<file path="src/rtl/twilight_cat_pkg.sv">
// Shared event encoding between the button conditioner and the animation controller.
package twilight_cat_pkg;

  localparam logic [1:0] EVT_PRESS    = 2'd0;
  localparam logic [1:0] EVT_SHORT    = 2'd1;
  localparam logic [1:0] EVT_LONG     = 2'd2;
  localparam logic [1:0] EVT_LONG_END = 2'd3;

  localparam int NUM_KIND = 4;

  typedef enum logic [1:0] {
    CLS_IDLE      = 2'd0,
    CLS_HELD      = 2'd1,
    CLS_LONG_HELD = 2'd2
  } cls_state_e;

endpackage

</file>
<file path="src/rtl/twilight_cat_btn_debounce.sv">
// One button: 2-flop synchroniser, debounce counter and press/hold classifier.
// Events are raised in the cycle the debounced level is about to flip.
//
// state         | meaning
// CLS_IDLE      | button released, waiting for a debounced press
// CLS_HELD      | pressed, hold timer running
// CLS_LONG_HELD | held past the long threshold, waiting for release
module twilight_cat_btn_debounce
  import twilight_cat_pkg::*;
#(
  parameter int DEBOUNCE_CYCLES = 10000,
  parameter int LONG_CYCLES     = 5000000
) (
  input  logic       clk,
  input  logic       rst,
  input  logic       btn_raw,
  output logic       btn_level,
  output logic [3:0] evt_raise
);

  localparam int DEB_W  = $clog2(DEBOUNCE_CYCLES);
  localparam int HOLD_W = $clog2(LONG_CYCLES + 1);
  localparam logic [DEB_W-1:0]  DEB_LAST  = DEB_W'(DEBOUNCE_CYCLES - 1);
  localparam logic [HOLD_W-1:0] HOLD_LAST = HOLD_W'(LONG_CYCLES - 1);
  localparam logic [HOLD_W-1:0] HOLD_MAX  = '1;

  logic              sync1_q, sync2_q;
  logic              level_q, level_d;
  logic [DEB_W-1:0]  cnt_q, cnt_d;
  logic [HOLD_W-1:0] hold_q, hold_d;
  cls_state_e        state_q, state_d;
  logic              rise, fall;

  always_comb begin
    level_d = level_q;
    cnt_d   = '0;
    if (sync2_q != level_q) begin
      if (cnt_q == DEB_LAST) level_d = sync2_q;
      else                   cnt_d   = cnt_q + 1'b1;
    end
    rise = level_d & ~level_q;
    fall = ~level_d & level_q;
  end

  // A release on the long-threshold cycle wins, so that press is reported as SHORT.
  always_comb begin
    state_d   = state_q;
    hold_d    = (hold_q == HOLD_MAX) ? hold_q : hold_q + 1'b1;
    evt_raise = '0;
    unique case (state_q)
      CLS_IDLE: begin
        hold_d = '0;
        if (rise) begin
          state_d              = CLS_HELD;
          evt_raise[EVT_PRESS] = 1'b1;
        end
      end
      CLS_HELD: begin
        if (fall) begin
          state_d              = CLS_IDLE;
          evt_raise[EVT_SHORT] = 1'b1;
        end else if (hold_q == HOLD_LAST) begin
          state_d             = CLS_LONG_HELD;
          evt_raise[EVT_LONG] = 1'b1;
        end
      end
      CLS_LONG_HELD: begin
        if (fall) begin
          state_d                 = CLS_IDLE;
          evt_raise[EVT_LONG_END] = 1'b1;
        end
      end
      default: state_d = CLS_IDLE;
    endcase
  end

  always_ff @(posedge clk) begin
    if (rst) begin
      sync1_q <= 1'b0;
      sync2_q <= 1'b0;
      level_q <= 1'b0;
      cnt_q   <= '0;
      hold_q  <= '0;
      state_q <= CLS_IDLE;
    end else begin
      sync1_q <= btn_raw;
      sync2_q <= sync1_q;
      level_q <= level_d;
      cnt_q   <= cnt_d;
      hold_q  <= hold_d;
      state_q <= state_d;
    end
  end

  assign btn_level = level_q;

endmodule

</file>
<file path="src/rtl/twilight_cat_btn_events.sv">
// Button event producer: per-button conditioners feed a pending bitmap drained
// one event at a time, lowest btn*4+kind first, through a valid/ready register.
module twilight_cat_btn_events
  import twilight_cat_pkg::*;
#(
  parameter  int NUM_BTN         = 4,
  parameter  int DEBOUNCE_CYCLES = 10000,
  parameter  int LONG_CYCLES     = 5000000,
  localparam int BTN_W           = (NUM_BTN > 1) ? $clog2(NUM_BTN) : 1
) (
  input  logic               clk,
  input  logic               rst,
  input  logic [NUM_BTN-1:0] btn_raw,
  output logic [NUM_BTN-1:0] btn_level,
  output logic               evt_valid,
  input  logic               evt_ready,
  output logic [BTN_W-1:0]   evt_btn,
  output logic [1:0]         evt_kind,
  output logic               overflow
);

  localparam int NUM_EVT = NUM_BTN * NUM_KIND;
  localparam int IDX_W   = $clog2(NUM_EVT);

  logic [NUM_EVT-1:0] raise;
  logic [NUM_EVT-1:0] pending_q, pending_d;
  logic               valid_q, valid_d;
  logic [BTN_W-1:0]   evt_btn_q, evt_btn_d;
  logic [1:0]         evt_kind_q, evt_kind_d;
  logic               overflow_q, overflow_d;
  logic               grant_vld, load;
  logic [IDX_W-1:0]   grant_idx;

  for (genvar g = 0; g < NUM_BTN; g++) begin : g_btn
    twilight_cat_btn_debounce #(
      .DEBOUNCE_CYCLES (DEBOUNCE_CYCLES),
      .LONG_CYCLES     (LONG_CYCLES)
    ) u_btn (
      .clk       (clk),
      .rst       (rst),
      .btn_raw   (btn_raw[g]),
      .btn_level (btn_level[g]),
      .evt_raise (raise[g*NUM_KIND +: NUM_KIND])
    );
  end

  always_comb begin
    grant_vld = 1'b0;
    grant_idx = '0;
    for (int i = NUM_EVT - 1; i >= 0; i--) begin
      if (pending_q[i]) begin
        grant_vld = 1'b1;
        grant_idx = IDX_W'(i);
      end
    end
  end

  // A bit granted this cycle may be re-raised without counting as a loss.
  always_comb begin
    load       = grant_vld && (!valid_q || evt_ready);
    pending_d  = pending_q;
    valid_d    = valid_q;
    evt_btn_d  = evt_btn_q;
    evt_kind_d = evt_kind_q;
    overflow_d = overflow_q;
    if (load) begin
      pending_d[grant_idx] = 1'b0;
      valid_d              = 1'b1;
      evt_btn_d            = BTN_W'(grant_idx >> 2);
      evt_kind_d           = grant_idx[1:0];
    end else if (valid_q && evt_ready) begin
      valid_d = 1'b0;
    end
    for (int i = 0; i < NUM_EVT; i++) begin
      if (raise[i]) begin
        if (pending_q[i] && !(load && grant_idx == IDX_W'(i))) overflow_d = 1'b1;
        pending_d[i] = 1'b1;
      end
    end
  end

  always_ff @(posedge clk) begin
    if (rst) begin
      pending_q  <= '0;
      valid_q    <= 1'b0;
      evt_btn_q  <= '0;
      evt_kind_q <= '0;
      overflow_q <= 1'b0;
    end else begin
      pending_q  <= pending_d;
      valid_q    <= valid_d;
      evt_btn_q  <= evt_btn_d;
      evt_kind_q <= evt_kind_d;
      overflow_q <= overflow_d;
    end
  end

  assign evt_valid = valid_q;
  assign evt_btn   = evt_btn_q;
  assign evt_kind  = evt_kind_q;
  assign overflow  = overflow_q;

endmodule

</file>
<file path="config.mk">
export PLATFORM = sky130hd
export DESIGN_NAME = twilight_cat_btn_events
export DESIGN_NICKNAME = d
export VERILOG_FILES = /design/src/rtl/twilight_cat_pkg.sv /design/src/rtl/twilight_cat_btn_debounce.sv /design/src/rtl/twilight_cat_btn_events.sv
export SDC_FILE = /design/constraint.sdc
export NUM_CORES = 1
export LEC_CHECK = 0
export ABC_AREA = 1
export BUFFER_PORTS_ARGS = -buffer_cell sky130_fd_sc_hd__buf_2
export CAP_MARGIN = 20
export CORE_MARGIN = 2
export CORE_UTILIZATION = 42
export CTS_BUF_LIST = sky130_fd_sc_hd__clkbuf_16
export CTS_CLUSTER_DIAMETER = 200
export CTS_CLUSTER_SIZE = 8
export DETAILED_ROUTE_END_ITERATION = 7
export GPL_TIMING_DRIVEN = 1
export PLACE_DENSITY = 0.59
export SYNTH_ARGS = -nofsm -noshare
export SYNTH_HDL_FRONTEND = slang
export SYNTH_SLANG_ARGS = --single-unit
export TNS_END_PERCENT = 50
</file>
<file path="constraint.sdc">
create_clock -name clk -period 2.5 [get_ports clk]
set_input_delay 0.5 -clock clk [delete_from_list [all_inputs] [get_ports clk]]
set_output_delay 0.5 -clock clk [all_outputs]
set_load 0.02 [all_outputs]
</file>
==> results of run 1 <==
worst paths after layout:
kind / start / endpoint / cells past startpoint
hold / removal: btn_raw[1] / g_btn[1].u_btn.sync1_q$_SDFF_PP0_ / 3
setup reg to reg: g_btn[1].u_btn.hold_q[1]$_SDFFE_PP0P_ / g_btn[1].u_btn.hold_q[17]$_SDFFE_PP0P_ / 16
hold reg to reg: g_btn[2].u_btn.sync1_q$_SDFF_PP0_ / g_btn[2].u_btn.sync2_q$_SDFF_PP0_ / 2
setup / recovery: g_btn[1].u_btn.hold_q[1]$_SDFFE_PP0P_ / g_btn[1].u_btn.hold_q[17]$_SDFFE_PP0P_ / 16
synth_stat cells, types with 5 or more instances:
cell,number,area share [%]
sky130_fd_sc_hd__nor2_1,179,7.1
sky130_fd_sc_hd__a31oi_1,10,0.66
sky130_fd_sc_hd__nor2_2,12,0.80
sky130_fd_sc_hd__nand3_1,90,4.8
sky130_fd_sc_hd__nand3_2,8,0.85
sky130_fd_sc_hd__nor3_1,53,2.8
sky130_fd_sc_hd__a21oi_1,85,4.5
sky130_fd_sc_hd__nor3b_1,10,0.80
sky130_fd_sc_hd__or2_2,9,0.60
sky130_fd_sc_hd__o21a_1,5,0.40
sky130_fd_sc_hd__nor4_1,26,1.7
sky130_fd_sc_hd__dfxtp_1,190,40
sky130_fd_sc_hd__clkbuf_1,10,0.40
sky130_fd_sc_hd__nand2_2,8,0.53
sky130_fd_sc_hd__xnor2_1,17,1.6
sky130_fd_sc_hd__nand2_1,228,9.1
sky130_fd_sc_hd__inv_1,238,9.5
sky130_fd_sc_hd__nor3_2,6,0.64
sky130_fd_sc_hd__xor2_1,32,3.0
sky130_fd_sc_hd__o21ai_0,39,2.1
sky130_fd_sc_hd__nand4_1,34,2.3
sky130_fd_sc_hd__ha_1,8,1.1
through the flow:
stage | cell area [µm²] | hold WS [ns]
6_report | 10430 | 0.2652
5_1_grt | 10430 | 0.2469
4_1_cts | 10420 | 0.2477
3_5_place_dp | 9866 | 0.3920
3_3_place_gp | 9866 | 0.3898
2_1_floorplan | 9442 | 0.3883
cells in the final DEF (no fill, tap or decap), types with 12 or more instances in the layout:
master | synthesis | final
sky130_fd_sc_hd__a21oi_1 | 85 | 85
sky130_fd_sc_hd__buf_2 | 2 | 16
sky130_fd_sc_hd__buf_4 | 4 | 12
sky130_fd_sc_hd__clkbuf_16 | 0 | 17
sky130_fd_sc_hd__dfxtp_1 | 190 | 190
sky130_fd_sc_hd__inv_1 | 238 | 242
sky130_fd_sc_hd__nand2_1 | 228 | 228
sky130_fd_sc_hd__nand3_1 | 90 | 90
sky130_fd_sc_hd__nand4_1 | 34 | 34
sky130_fd_sc_hd__nor2_1 | 179 | 179
sky130_fd_sc_hd__nor2_2 | 12 | 12
sky130_fd_sc_hd__nor3_1 | 53 | 53
sky130_fd_sc_hd__nor4_1 | 26 | 25
sky130_fd_sc_hd__o21ai_0 | 39 | 39
sky130_fd_sc_hd__xnor2_1 | 17 | 17
sky130_fd_sc_hd__xor2_1 | 32 | 32
power by group through the flow:
| stage | combinational, mW | sequential [mW] | clock (mW) |
|---|---|---|---|
| after floorplan | 0.0276 | 3.11 | 0 |
| after global placement | 0.0440 | 3.11 | 0 |
| after detailed placement | 0.0443 | 3.11 | 0 |
| after CTS | 0.0443 | 3.04 | 2.70 |
| after global routing | 0.0492 | 3.04 | 2.83 |
| final | 0.0429 | 3.04 | 2.63 |
flip-flops by register name, summed over array words and instances, names as in the netlist:
name	cells
g_btn.u_btn.state_q	8
g_btn.u_btn.cnt_q	56
evt_btn	2
g_btn.u_btn.sync1_q	4
overflow	1
g_btn.u_btn.sync2_q	4
evt_valid	1
g_btn.u_btn.btn_level	4
evt_kind	2
pending_q	16
g_btn.u_btn.hold_q	92
cell families (layout without fill, tap and decap cells):
logic type	Yosys count	count (layout)	share of synthesized area, %
AOI/OAI and AO/OA	160	160	9.422
xor gates and xnor gates	49	49	4.545
adders and majority gates	8	8	1.060
buffers and inverters	262	302	10.68
DFF	190	190	40.29
and+or+nand+nor	681	681	34.00
routing by layer:
| layer | vias up | GRT usage, % |
|---|---|---|
| li1 | 4396 | - |
| met1 | 3549 | 21.56 |
| met2 | 86 | 26.73 |
| met3 | 16 | 2.818 |
| met4 | 0 | 5.029 |
| met5 | - | 0 |
worst register-to-register path: cells and delay by family, from the launching register on:
family,cells,cell delay [ns]
buffers and inverters,1,0.04
AND/OR/NAND/NOR,14,1.51
flip-flops,1,0.37
adder cells (fa/ha/maj),1,0.22
cell type report:
| cell class | instances | area [µm²] | area share [%] |
|---|---|---|---|
| multi-input cells | 898 | 4636 | 44.46 |
| flip-flops and latches | 190 | 3804 | 36.48 |
| inverters | 243 | 912.1 | 8.747 |
| clock buffers | 17 | 425.4 | 4.080 |
| well taps | 280 | 350.3 | 3.360 |
| repair buffers | 28 | 170.2 | 1.632 |
| clock inverters | 14 | 130.1 | 1.248 |
==> results.py, run 1 <==
metrics = {
    "run_status": {
        "result_of_the_run": "complete, no violations",
    },
    "global_routing": {
        "pin_count_of_the_biggest_net_entering_global_routing": 28,
        "grt_pass1_vias": 7296,
        "grt_overflow": 0,
        "grt_antenna_before_repair": 0,
        "globalRouteTotalUtil_pct": 16.16,
        "grt_first_pass_wirelength_um": 32250,
    },
    "drt": {
        "wl_per_cell_um": 11.10,
        "drt_first_pass_iters": 5,
        "initialDrtViolationCount": 416,
        "met3_wirelength_um": 441,
        "drt_wl_total_um": 18540,
        "wl_met2_um": 8454,
        "route.detailed.drc": 0,
        "wl_met1_um": 9424,
        "via_per_inst": 4.819,
        "route.vias.total": 8047,
        "maxUsedRoutingLayer": "met4",
        "final_antenna_net_count": 0,
    },
    "clock_network": {
        "tritoncts_buffer_count": 17,
        "worst_skew_pair.late_latency_ns": 0.43,
        "cts_setup_buffers": 0,
        "cts.sink_count": 190,
        "clockRootBuffer": "sky130_fd_sc_hd__clkbuf_16",
        "cts_buffer_depth": 2,
        "clk_transition_reported_paths_ns": 0.07,
        "number_of_resized_instances_in_the_post_cts_repair_step": 0,
        "tritoncts": "done",
        "h_tree_depth": 4,
        "holdBufCountCts": 0,
    },
    "worst_setup_path": {
        "r2r_slack_ns": 0.28,
        "worstPathBufferInverterCount": 1,
        "crit_fanout": 5,
        "critical_path_class": "flop to flop",
        "timing.critical_path.to_type": "flop",
        "timing.critical_path.max_delay_family": "simple AND/OR/NAND/NOR gates",
        "critical_path.cell_chain": "ha_1 > nand2_2 > nor3_4 > nand3_2 > nor2_2 > nand3_2 > nor3_2 > nand3_2 > nand3_2 > nor2_1 > nand2_2 > nor2_2 > nand3_1 > nand2_1 > nand3_1 > inv_1",
        "crit_slowest_cell": "sky130_fd_sc_hd__dfxtp_1",
        "cp_slowest_stage_delay_ns": 0.37,
        "worstSetupStartpointType": "flop",
        "cp.arrival_ns": 2.55,
        "crit_path_frequent_cell": "sky130_fd_sc_hd__nand3_2",
        "worst_ep_required_time_ns": 2.83,
    },
    "placement": {
        "port_buffers": 16,
        "gp_congestion": 0.8778,
        "detailed_place_hpwl_um": 13890,
        "pre_cts_worst_setup_slack_ns": 0.2643,
        "place_inst": 1639,
    },
    "final_layout": {
        "syn_to_final_growth_pct": 10.44,
        "final_cell_count_no_fill": 1670,
        "fillerInstances": 2177,
        "layout-drive-gt1-share_pct": 8.345,
        "diodes": 0,
        "final_nets": 1393,
        "fin_util_pct": 47.49,
    },
    "power_and_ir_drop": {
        "power.static_leakage_nw": 4.303,
        "vdd.ir_drop.worst_v": 0.0003177,
        "share_seq_of_total_power_pct": 53.2,
        "post-layout-total-power_mw": 5.706,
        "p_sw_share_pct": 21.20,
        "clkPwrFrac_pct": 46.0,
        "p_sw_mw": 1.209,
        "power.internal_mw": 4.496,
        "power_density_mw_per_mm2": 547.2,
        "pwr-share-comb_pct": 0.8,
    },
    "die": {
        "die_height_um": 153.9,
        "boundaryPins": 17,
        "fp.dieW_um": 153.9,
        "placement_rows": 54,
        "floorplan.initialDensity_pct": 43.00,
        "fp.dieArea_mm2": 0.02369,
        "coreArea_mm2": 0.02196,
    },
    "synthesis": {
        "ys.flop_type": "sky130_fd_sc_hd__dfxtp_1",
        "synth_seq_area_share_pct": 40.29,
        "syn_inst": 1350,
        "synth_warnings": 0,
        "mappedNetlistArea_mm2": 0.009442,
        "synth.ff_latch_count": 190,
        "syn_nets": 1365,
        "syn_area_per_cell_um2": 6.994,
        "synth-async-reset-ratio_pct": 0,
        "number_of_flops_mapped_to_enable_cells_by_yosys": 0,
        "synth.lib_cells_used.distinct": 48,
    },
    "timing": {
        "min_setup_slack_post_route_ns": 0.2756,
        "maxSlewHeadroom_pct": 49.26,
        "report.final.hold_viol_count": 0,
        "final_period_minus_worst_setup_slack_ns": 2.224,
        "final_max_slew_viol_count": 0,
        "setup_repair_after_global_routing_missed_its_margin": "false",
        "finalSetupViolations": 0,
        "achievable_freq_ghz": 0.4496,
        "fin_crit_sh_pct": 88.98,
        "finClkSkew_ns": 0.008611,
        "timing_worst_slew_pin_value_ns": 0.7541,
        "final_tns_setup_ns": 0,
    },
    "job": {
        "timing.max_cap.violations": 0,
    },
    "worst_hold_path": {
        "hold_path.class": "primary input to flop",
    },
}
Note: power is estimated with default switching activity, not from simulation.
==> run 2, diff against run 1 <==
--- a/config.mk
+++ b/config.mk
@@ -5,17 +5,16 @@
 export SDC_FILE = /design/constraint.sdc
 export NUM_CORES = 1
 export LEC_CHECK = 0
-export ABC_AREA = 1
 export BUFFER_PORTS_ARGS = -buffer_cell sky130_fd_sc_hd__buf_2
 export CAP_MARGIN = 20
 export CORE_MARGIN = 2
-export CORE_UTILIZATION = 42
+export CORE_UTILIZATION = 60
 export CTS_BUF_LIST = sky130_fd_sc_hd__clkbuf_16
 export CTS_CLUSTER_DIAMETER = 200
 export CTS_CLUSTER_SIZE = 8
 export DETAILED_ROUTE_END_ITERATION = 7
 export GPL_TIMING_DRIVEN = 1
-export PLACE_DENSITY = 0.59
+export PLACE_DENSITY = 0.79
 export SYNTH_ARGS = -nofsm -noshare
 export SYNTH_HDL_FRONTEND = slang
 export SYNTH_SLANG_ARGS = --single-unit
==> run 2 against run 1 <==
  * Die area decreased by 36%
  * Count of clock-buffer cells in the layout unchanged
  * Design area decreased by 11%
==> results.py, run 2 <==
metrics = {
    "run_status": {
        "result_of_the_run": "complete, no violations",
    },
    "worst_setup_path": {
        "cp_slowest_stage_delay_ns": 0.40,
        "critical_path.cell_chain": "or3_1 > or3_1 > o2bb2ai_1 > nor2_1 > o31ai_1 > o22a_1 > a31oi_1",
        "r2r_slack_ns": 0.15,
        "crit_slowest_cell": "sky130_fd_sc_hd__or3_1",
        "timing.critical_path.max_delay_family": "compound AO/OA/AOI/OAI gates",
        "crit_path_frequent_cell": "sky130_fd_sc_hd__or3_1",
        "timing.critical_path.to_type": "flop",
        "worst_ep_required_time_ns": 2.80,
        "cp.arrival_ns": 2.65,
        "worstPathBufferInverterCount": 0,
        "crit_fanout": 6,
        "critical_path_class": "flop to flop",
        "worstSetupStartpointType": "flop",
    },
    "placement": {
        "placedInstanceArea_mm2": 0.008790,
        "gp_congestion": 0.9829,
        "detailed_place_hpwl_um": 10800,
        "port_buffers": 16,
    },
    "final_layout": {
        "final_nets": 1032,
        "diodes": 0,
        "final_cell_area_mm2": 0.009299,
        "fillerInstances": 1114,
        "largest_reg_flops": 92,
        "layout_top_registers": "g_btn.u_btn.hold_q: 92 flops, g_btn.u_btn.cnt_q: 56 flops, pending_q: 16 flops",
        "syn_to_final_growth_pct": 9.681,
        "final_common_cell": "sky130_fd_sc_hd__dfxtp_1",
        "most-common-layout-cells": "sky130_fd_sc_hd__dfxtp_1 (190), sky130_fd_sc_hd__nor2_1 (182), sky130_fd_sc_hd__nand2_1 (80), sky130_fd_sc_hd__xor2_1 (72), sky130_fd_sc_hd__nand3_1 (51)",
        "largest-register": "g_btn.u_btn.hold_q",
        "layout-drive-gt1-share_pct": 6.893,
    },
    "synthesis": {
        "syn_inst": 994,
        "post-synth-top-count-cell": "sky130_fd_sc_hd__dfxtp_1",
        "syn_area_per_cell_um2": 8.529,
        "number_of_flops_mapped_to_enable_cells_by_yosys": 0,
        "ys.flop_type": "sky130_fd_sc_hd__dfxtp_1",
        "synth_warnings": 0,
        "yosys.area.top_type_share_pct": 44.86,
        "post_synth_most_frequent_cells": "sky130_fd_sc_hd__dfxtp_1 (190), sky130_fd_sc_hd__nor2_1 (182), sky130_fd_sc_hd__nand2_1 (80), sky130_fd_sc_hd__xor2_1 (72), sky130_fd_sc_hd__nand3_1 (51)",
        "synth_seq_area_share_pct": 44.86,
        "netlist.top_cell.by_area": "sky130_fd_sc_hd__dfxtp_1",
        "synth-async-reset-ratio_pct": 0,
        "syn_nets": 1009,
        "synth.ff_latch_count": 190,
        "synth.lib_cells_used.distinct": 64,
        "synth.top_cells.by_area": "sky130_fd_sc_hd__dfxtp_1 (45%), sky130_fd_sc_hd__nor2_1 (8.1%), sky130_fd_sc_hd__xor2_1 (7.4%)",
        "mappedNetlistArea_mm2": 0.008478,
    },
    "global_routing": {
        "grt_first_pass_wirelength_um": 26140,
        "grt_overflow": 0,
        "globalRouteTotalUtil_pct": 21.33,
        "grt_pass1_vias": 6061,
        "pin_count_of_the_biggest_net_entering_global_routing": 50,
        "grt_antenna_before_repair": 0,
    },
    "job": {
        "timing.max_cap.violations": 0,
    },
    "clock_network": {
        "clockRootBuffer": "sky130_fd_sc_hd__clkbuf_16",
        "number_of_resized_instances_in_the_post_cts_repair_step": 0,
        "h_tree_depth": 4,
        "cts.sink_count": 190,
        "holdBufCountCts": 0,
        "tritoncts_buffer_count": 17,
        "clk_transition_reported_paths_ns": 0.07,
        "cts_setup_buffers": 0,
        "tritoncts": "done",
        "worst_skew_pair.late_latency_ns": 0.43,
        "cts_buffer_depth": 2,
    },
    "timing": {
        "finClkSkew_ns": 0.01000,
        "maxSlewHeadroom_pct": 31.26,
        "final_tns_setup_ns": 0,
        "fin_crit_sh_pct": 94.08,
        "setup_repair_after_global_routing_missed_its_margin": "false",
        "final_max_slew_viol_count": 0,
        "finalSetupViolations": 0,
        "achievable_freq_ghz": 0.4252,
        "timing_worst_slew_pin_value_ns": 1.029,
        "final_period_minus_worst_setup_slack_ns": 2.352,
        "report.final.hold_viol_count": 0,
    },
    "power_and_ir_drop": {
        "power_density_mw_per_mm2": 585.8,
        "vdd.ir_drop.worst_v": 0.0004965,
        "post-layout-total-power_mw": 5.448,
        "power.static_leakage_nw": 3.156,
    },
    "die": {
        "coreArea_mm2": 0.01383,
        "fp.dieArea_mm2": 0.01510,
        "floorplan.initialDensity_pct": 61.32,
        "boundaryPins": 17,
        "fp.dieW_um": 122.9,
        "die_height_um": 122.9,
        "placement_rows": 43,
    },
    "drt": {
        "wl_per_cell_um": 13.05,
        "initialDrtViolationCount": 464,
        "final_antenna_net_count": 0,
        "drt_first_pass_iters": 7,
        "drt_wl_total_um": 15790,
        "route.detailed.drc": 0,
        "via_per_inst": 5.687,
        "route.vias.total": 6881,
    },
    "worst_hold_path": {
        "hold_path.class": "primary input to flop",
    },
}
[run 2: area by class of cell]
class / instances / area [µm²] / share of cell area [%]
Clock buffer: 17 / 425.4 / 4.575
Clock inverter: 15 / 83.83 / 0.9015
Inverter: 16 / 60.06 / 0.6459
Multi-Input combinational cell: 759 / 4481 / 48.18
Sequential cell: 190 / 3804 / 40.90
Tap cell: 180 / 225.2 / 2.422
Timing Repair Buffer: 33 / 220.2 / 2.368
[run 2: worst paths after layout]
check                                      end  cells past startpoint                         startpoint
max                        overflow$_SDFF_PP0_                      7          pending_q[9]$_SDFFE_PP0P_
min          g_btn[3].u_btn.sync1_q$_SDFF_PP0_                      2                         btn_raw[3]
max reg2reg                overflow$_SDFF_PP0_                      7          pending_q[9]$_SDFFE_PP0P_
min reg2reg  g_btn[2].u_btn.sync2_q$_SDFF_PP0_                      1  g_btn[2].u_btn.sync1_q$_SDFF_PP0_
[run 2: kinds of logic after synthesis]
| kind of cell | share of synthesized area (%) |
|---|---|
| adders and majority gates | 1.181 |
| and+or+nand+nor | 31.30 |
| DFF | 44.86 |
| buffers and inverters | 2.288 |
| muxes | 1.063 |
| AOI/OAI and AO/OA | 7.630 |
| xor gates and xnor gates | 11.67 |
[run 2: through the flow]
stage                     worst slack, ns  hold slack (ns)  utilization [%]  instances
after floorplan                    0.4071           0.4130                -        994
after global placement             0.2326           0.4166            63.57       1178
after detailed placement           0.2413           0.4245            63.57       1178
after CTS                          0.2132           0.2643            67.25       1210
after global routing              0.01473           0.2684            67.25       1210
final                              0.1480           0.2782            67.25       1210
[run 2: where the power goes]
group / leakage (nW) / internal [mW] / switching, mW
clock: 0.269 / 1.25 / 1.12
sequential: 1.53 / 3.03 / 0.00430
combinational: 1.36 / 0.0153 / 0.0253
[run 2: routing by layer]
metal	global-route usage (%)	wire length (µm)
met1	27.82	7707
met2	33.94	7141
met3	5.762	688
met4	7.615	255
met5	0	0
==> run 3, diff against run 2 <==
--- a/config.mk
+++ b/config.mk
@@ -7,15 +7,19 @@
 export LEC_CHECK = 0
 export BUFFER_PORTS_ARGS = -buffer_cell sky130_fd_sc_hd__buf_2
 export CAP_MARGIN = 20
+export CELL_PAD_IN_SITES_DETAIL_PLACEMENT = 2
+export CELL_PAD_IN_SITES_GLOBAL_PLACEMENT = 2
 export CORE_MARGIN = 2
-export CORE_UTILIZATION = 60
+export CORE_UTILIZATION = 39
 export CTS_BUF_LIST = sky130_fd_sc_hd__clkbuf_16
 export CTS_CLUSTER_DIAMETER = 200
 export CTS_CLUSTER_SIZE = 8
 export DETAILED_ROUTE_END_ITERATION = 7
 export GPL_TIMING_DRIVEN = 1
-export PLACE_DENSITY = 0.79
+export PLACE_DENSITY = 0.81
+export SKIP_CTS_REPAIR_TIMING = 1
 export SYNTH_ARGS = -nofsm -noshare
 export SYNTH_HDL_FRONTEND = slang
+export SYNTH_HIERARCHICAL = 1
 export SYNTH_SLANG_ARGS = --single-unit
 export TNS_END_PERCENT = 50
==> run 3 against run 2 <==
  * The run now ends with setup timing left
  * Count of clock-buffer cells in the layout stayed put
  * Fmax is 29% lower
  * Worst setup slack lost 0.98 ns
  * Critical path depth is 3 higher
  * Core utilization shrank 18 points
  * Critical path type unchanged
==> results.py, run 3 <==
metrics = {
    "timing": {
        "final_period_minus_worst_setup_slack_ns": 3.336,
        "finClkSkew_ns": 0.01063,
        "setup_repair_after_global_routing_missed_its_margin": "true",
        "report.final.hold_viol_count": 0,
        "maxSlewHeadroom_pct": 49.70,
        "timing_worst_slew_pin_value_ns": 0.7476,
        "min_setup_slack_post_route_ns": -0.8361,
        "finalSetupViolations": 1,
        "final_max_slew_viol_count": 0,
        "achievable_freq_ghz": 0.2998,
        "fin_crit_sh_pct": 133.4,
    },
    "synthesis": {
        "synth_seq_area_share_pct": 41.03,
        "mappedNetlistArea_mm2": 0.009271,
        "syn_nets": 1102,
        "synth_warnings": 6,
        "synth.top_cells.by_area": "sky130_fd_sc_hd__dfxtp_1 (41%), sky130_fd_sc_hd__nor2_1 (7.9%), sky130_fd_sc_hd__xnor2_1 (6.8%)",
        "ys.flop_type": "sky130_fd_sc_hd__dfxtp_1",
        "synth-async-reset-ratio_pct": 0,
        "syn_area_per_cell_um2": 8.529,
        "synth.lib_cells_used.distinct": 58,
        "post_synth_most_frequent_cells": "sky130_fd_sc_hd__nor2_1 (195), sky130_fd_sc_hd__dfxtp_1 (190), sky130_fd_sc_hd__nand2_1 (95), sky130_fd_sc_hd__xnor2_1 (72), sky130_fd_sc_hd__nand3_1 (63)",
        "number_of_flops_mapped_to_enable_cells_by_yosys": 0,
        "post-synth-top-count-cell": "sky130_fd_sc_hd__nor2_1",
        "netlist.top_cell.by_area": "sky130_fd_sc_hd__dfxtp_1",
        "yosys.area.top_type_share_pct": 41.03,
        "syn_inst": 1087,
        "synth.ff_latch_count": 190,
    },
    "drt": {
        "via_per_inst": 5.790,
        "drt_wl_total_um": 38550,
        "route.vias.total": 9049,
        "final_antenna_net_count": 0,
        "wl_per_cell_um": 24.66,
        "initialDrtViolationCount": 555,
        "route.detailed.drc": 0,
        "drt_first_pass_iters": 5,
    },
    "worst_setup_path": {
        "critical_path_class": "flop to flop",
        "cp.arrival_ns": 3.67,
        "timing.critical_path.max_delay_family": "compound AO/OA/AOI/OAI gates",
        "crit_fanout": 2,
        "timing.critical_path.to_type": "flop",
        "r2r_slack_ns": -0.84,
        "crit_slowest_cell": "sky130_fd_sc_hd__a211oi_2",
        "critical_path.cell_chain": "ha_4 > nand3_4 > or4_4 > or4_4 > and3_4 > a311o_1 > a211oi_2 > o311ai_4 > a211oi_2 > a31oi_1",
        "worstPathBufferInverterCount": 0,
        "cp_slowest_stage_delay_ns": 0.49,
        "worstSetupStartpointType": "flop",
        "worst_ep_required_time_ns": 2.83,
    },
    "final_layout": {
        "most-common-layout-cells": "sky130_fd_sc_hd__nor2_1 (194), sky130_fd_sc_hd__dfxtp_1 (183), sky130_fd_sc_hd__buf_4 (134), sky130_fd_sc_hd__nand2_1 (93), sky130_fd_sc_hd__xnor2_1 (72)",
        "layout-drive-gt1-share_pct": 21.54,
        "final_cell_count_no_fill": 1563,
        "syn_to_final_growth_pct": 23.19,
        "final_nets": 1247,
        "diodes": 0,
        "largest-register": "g_btn.u_btn/hold_q",
        "final_common_cell": "sky130_fd_sc_hd__nor2_1",
        "largest_reg_flops": 92,
        "layout_top_registers": "g_btn.u_btn/hold_q: 92 flops, g_btn.u_btn/cnt_q: 56 flops, pending_q: 16 flops",
    },
    "clock_network": {
        "clockRootBuffer": "sky130_fd_sc_hd__clkbuf_16",
        "h_tree_depth": 4,
        "clk_transition_reported_paths_ns": 0.08,
        "tritoncts": "done",
        "worst_skew_pair.late_latency_ns": 0.46,
        "tritoncts_buffer_count": 17,
        "cts.sink_count": 190,
        "cts_buffer_depth": 2,
    },
    "placement": {
        "pre_cts_worst_setup_slack_ns": -0.3971,
        "gp_congestion": 0.8405,
        "detailed_place_hpwl_um": 22750,
        "port_buffers": 16,
        "place_inst": 1529,
    },
    "global_routing": {
        "globalRouteMet2Util_pct": 54.47,
        "grtUsageMet3_pct": 4.736,
        "grt_overflow": 0,
        "pin_count_of_the_biggest_net_entering_global_routing": 28,
        "globalRoute.busiestLayer": "met2",
        "grt_pass1_vias": 10059,
        "globalRouteTotalUtil_pct": 29.62,
        "grt_first_pass_wirelength_um": 57150,
        "met1_usage_pct": 34.45,
        "grt_antenna_before_repair": 0,
    },
    "die": {
        "die_height_um": 158.2,
        "coreArea_mm2": 0.02340,
        "fp.dieArea_mm2": 0.02502,
        "floorplan.initialDensity_pct": 39.62,
        "placement_rows": 56,
        "boundaryPins": 17,
        "fp.dieW_um": 158.2,
    },
    "power_and_ir_drop": {
        "vdd.ir_drop.worst_v": 0.0003533,
        "power.static_leakage_nw": 3.986,
        "power_density_mw_per_mm2": 513.9,
    },
    "run_status": {
        "result_of_the_run": "finished with violations",
        "violations": "setup timing",
    },
    "job": {
        "timing.max_cap.violations": 0,
    },
    "worst_hold_path": {
        "hold_path.class": "primary input to flop",
    },
}
-- run 3: changes by cell type in the layout (fill, tap and decap cells not counted), moves of 12 or more --
cell,delta
sky130_fd_sc_hd__a211oi_1,+24
sky130_fd_sc_hd__buf_4,+118
sky130_fd_sc_hd__xnor2_1,+31
sky130_fd_sc_hd__nor2_1,+12
sky130_fd_sc_hd__xor2_1,-28
sky130_fd_sc_hd__o21ai_0,-12
sky130_fd_sc_hd__or4_1,+18
sky130_fd_sc_hd__nand2_1,+13
-- run 3: area by class of cell --
type                    count  area (µm²)
clock buffers              17       425.4
clock inverters            14       135.1
fillers                  2589       11980
inverters                  17       63.81
multi-input cells         855        5469
flip-flops and latches    190        3822
well taps                 319       399.1
repair buffers            151        1106
-- run 3: final timing paths --
| kind | cells after the start | end | start |
|---|---|---|---|
| hold reg to reg | 1 | g_btn[1].u_btn/sync2_q$_SDFF_PP0_ | g_btn[1].u_btn/sync1_q$_SDFF_PP0_ |
| setup reg to reg | 10 | overflow$_SDFF_PP0_ | g_btn[0].u_btn/cnt_q[1]$_SDFF_PP0_ |
| hold / removal | 2 | g_btn[3].u_btn/sync1_q$_SDFF_PP0_ | btn_raw[3] |
| setup / recovery | 10 | overflow$_SDFF_PP0_ | g_btn[0].u_btn/cnt_q[1]$_SDFF_PP0_ |
-- run 3: where the power goes --
part,internal (mW),switching [mW]
registers,3.03,0.00609
logic,0.0222,0.0425
clock network,1.39,1.38
total,4.44,1.43
-- run 3: stage by stage --
step | total power [mW] | cell area, µm² | hold WS, ns | util, % | setup TNS, ns
after floorplan | 3.130 | 9348 | 0.4138 | - | -0.1402
after global placement | 3.162 | 10720 | 0.4225 | 45.79 | -0.1893
after detailed placement | 3.166 | 10720 | 0.4502 | 45.79 | -0.3971
after CTS | 5.917 | 11280 | 0.2601 | 48.19 | -0.8280
after global routing | 6.042 | 11420 | 0.2896 | 48.80 | -0.9072
final | 5.869 | 11420 | 0.2748 | 48.80 | -0.8361
-- run 3: kinds of logic after synthesis --
family	count (synthesis)	share of synthesized area [%]
AOI/OAI and AO/OA	140	10.85
xor gates and xnor gates	116	10.96
adders and majority gates	8	1.080
buffers and inverters	42	1.916
DFF	190	41.03
muxes	13	1.403
and+or+nand+nor	578	32.77
-- run 3: worst register-to-register path, cell delays in order, from the launching register on --
cell and delay [ns]:
sky130_fd_sc_hd__dfxtp_4 0.37, sky130_fd_sc_hd__ha_4 0.15, sky130_fd_sc_hd__nand3_4 0.08, sky130_fd_sc_hd__or4_4 0.44
sky130_fd_sc_hd__or4_4 0.46, sky130_fd_sc_hd__and3_4 0.18, sky130_fd_sc_hd__a311o_1 0.35, sky130_fd_sc_hd__a211oi_2 0.49
sky130_fd_sc_hd__o311ai_4 0.26, sky130_fd_sc_hd__a211oi_2 0.29, sky130_fd_sc_hd__a31oi_1 0.14
-- run 3: metal layers --
| layer | vias to the layer above | routed length [µm] |
|---|---|---|
| met5 | - | 0 |
| met4 | 0 | 1498 |
| met3 | 101 | 1059 |
| met2 | 198 | 20010 |
| met1 | 4607 | 15980 |
| li1 | 4143 | - |
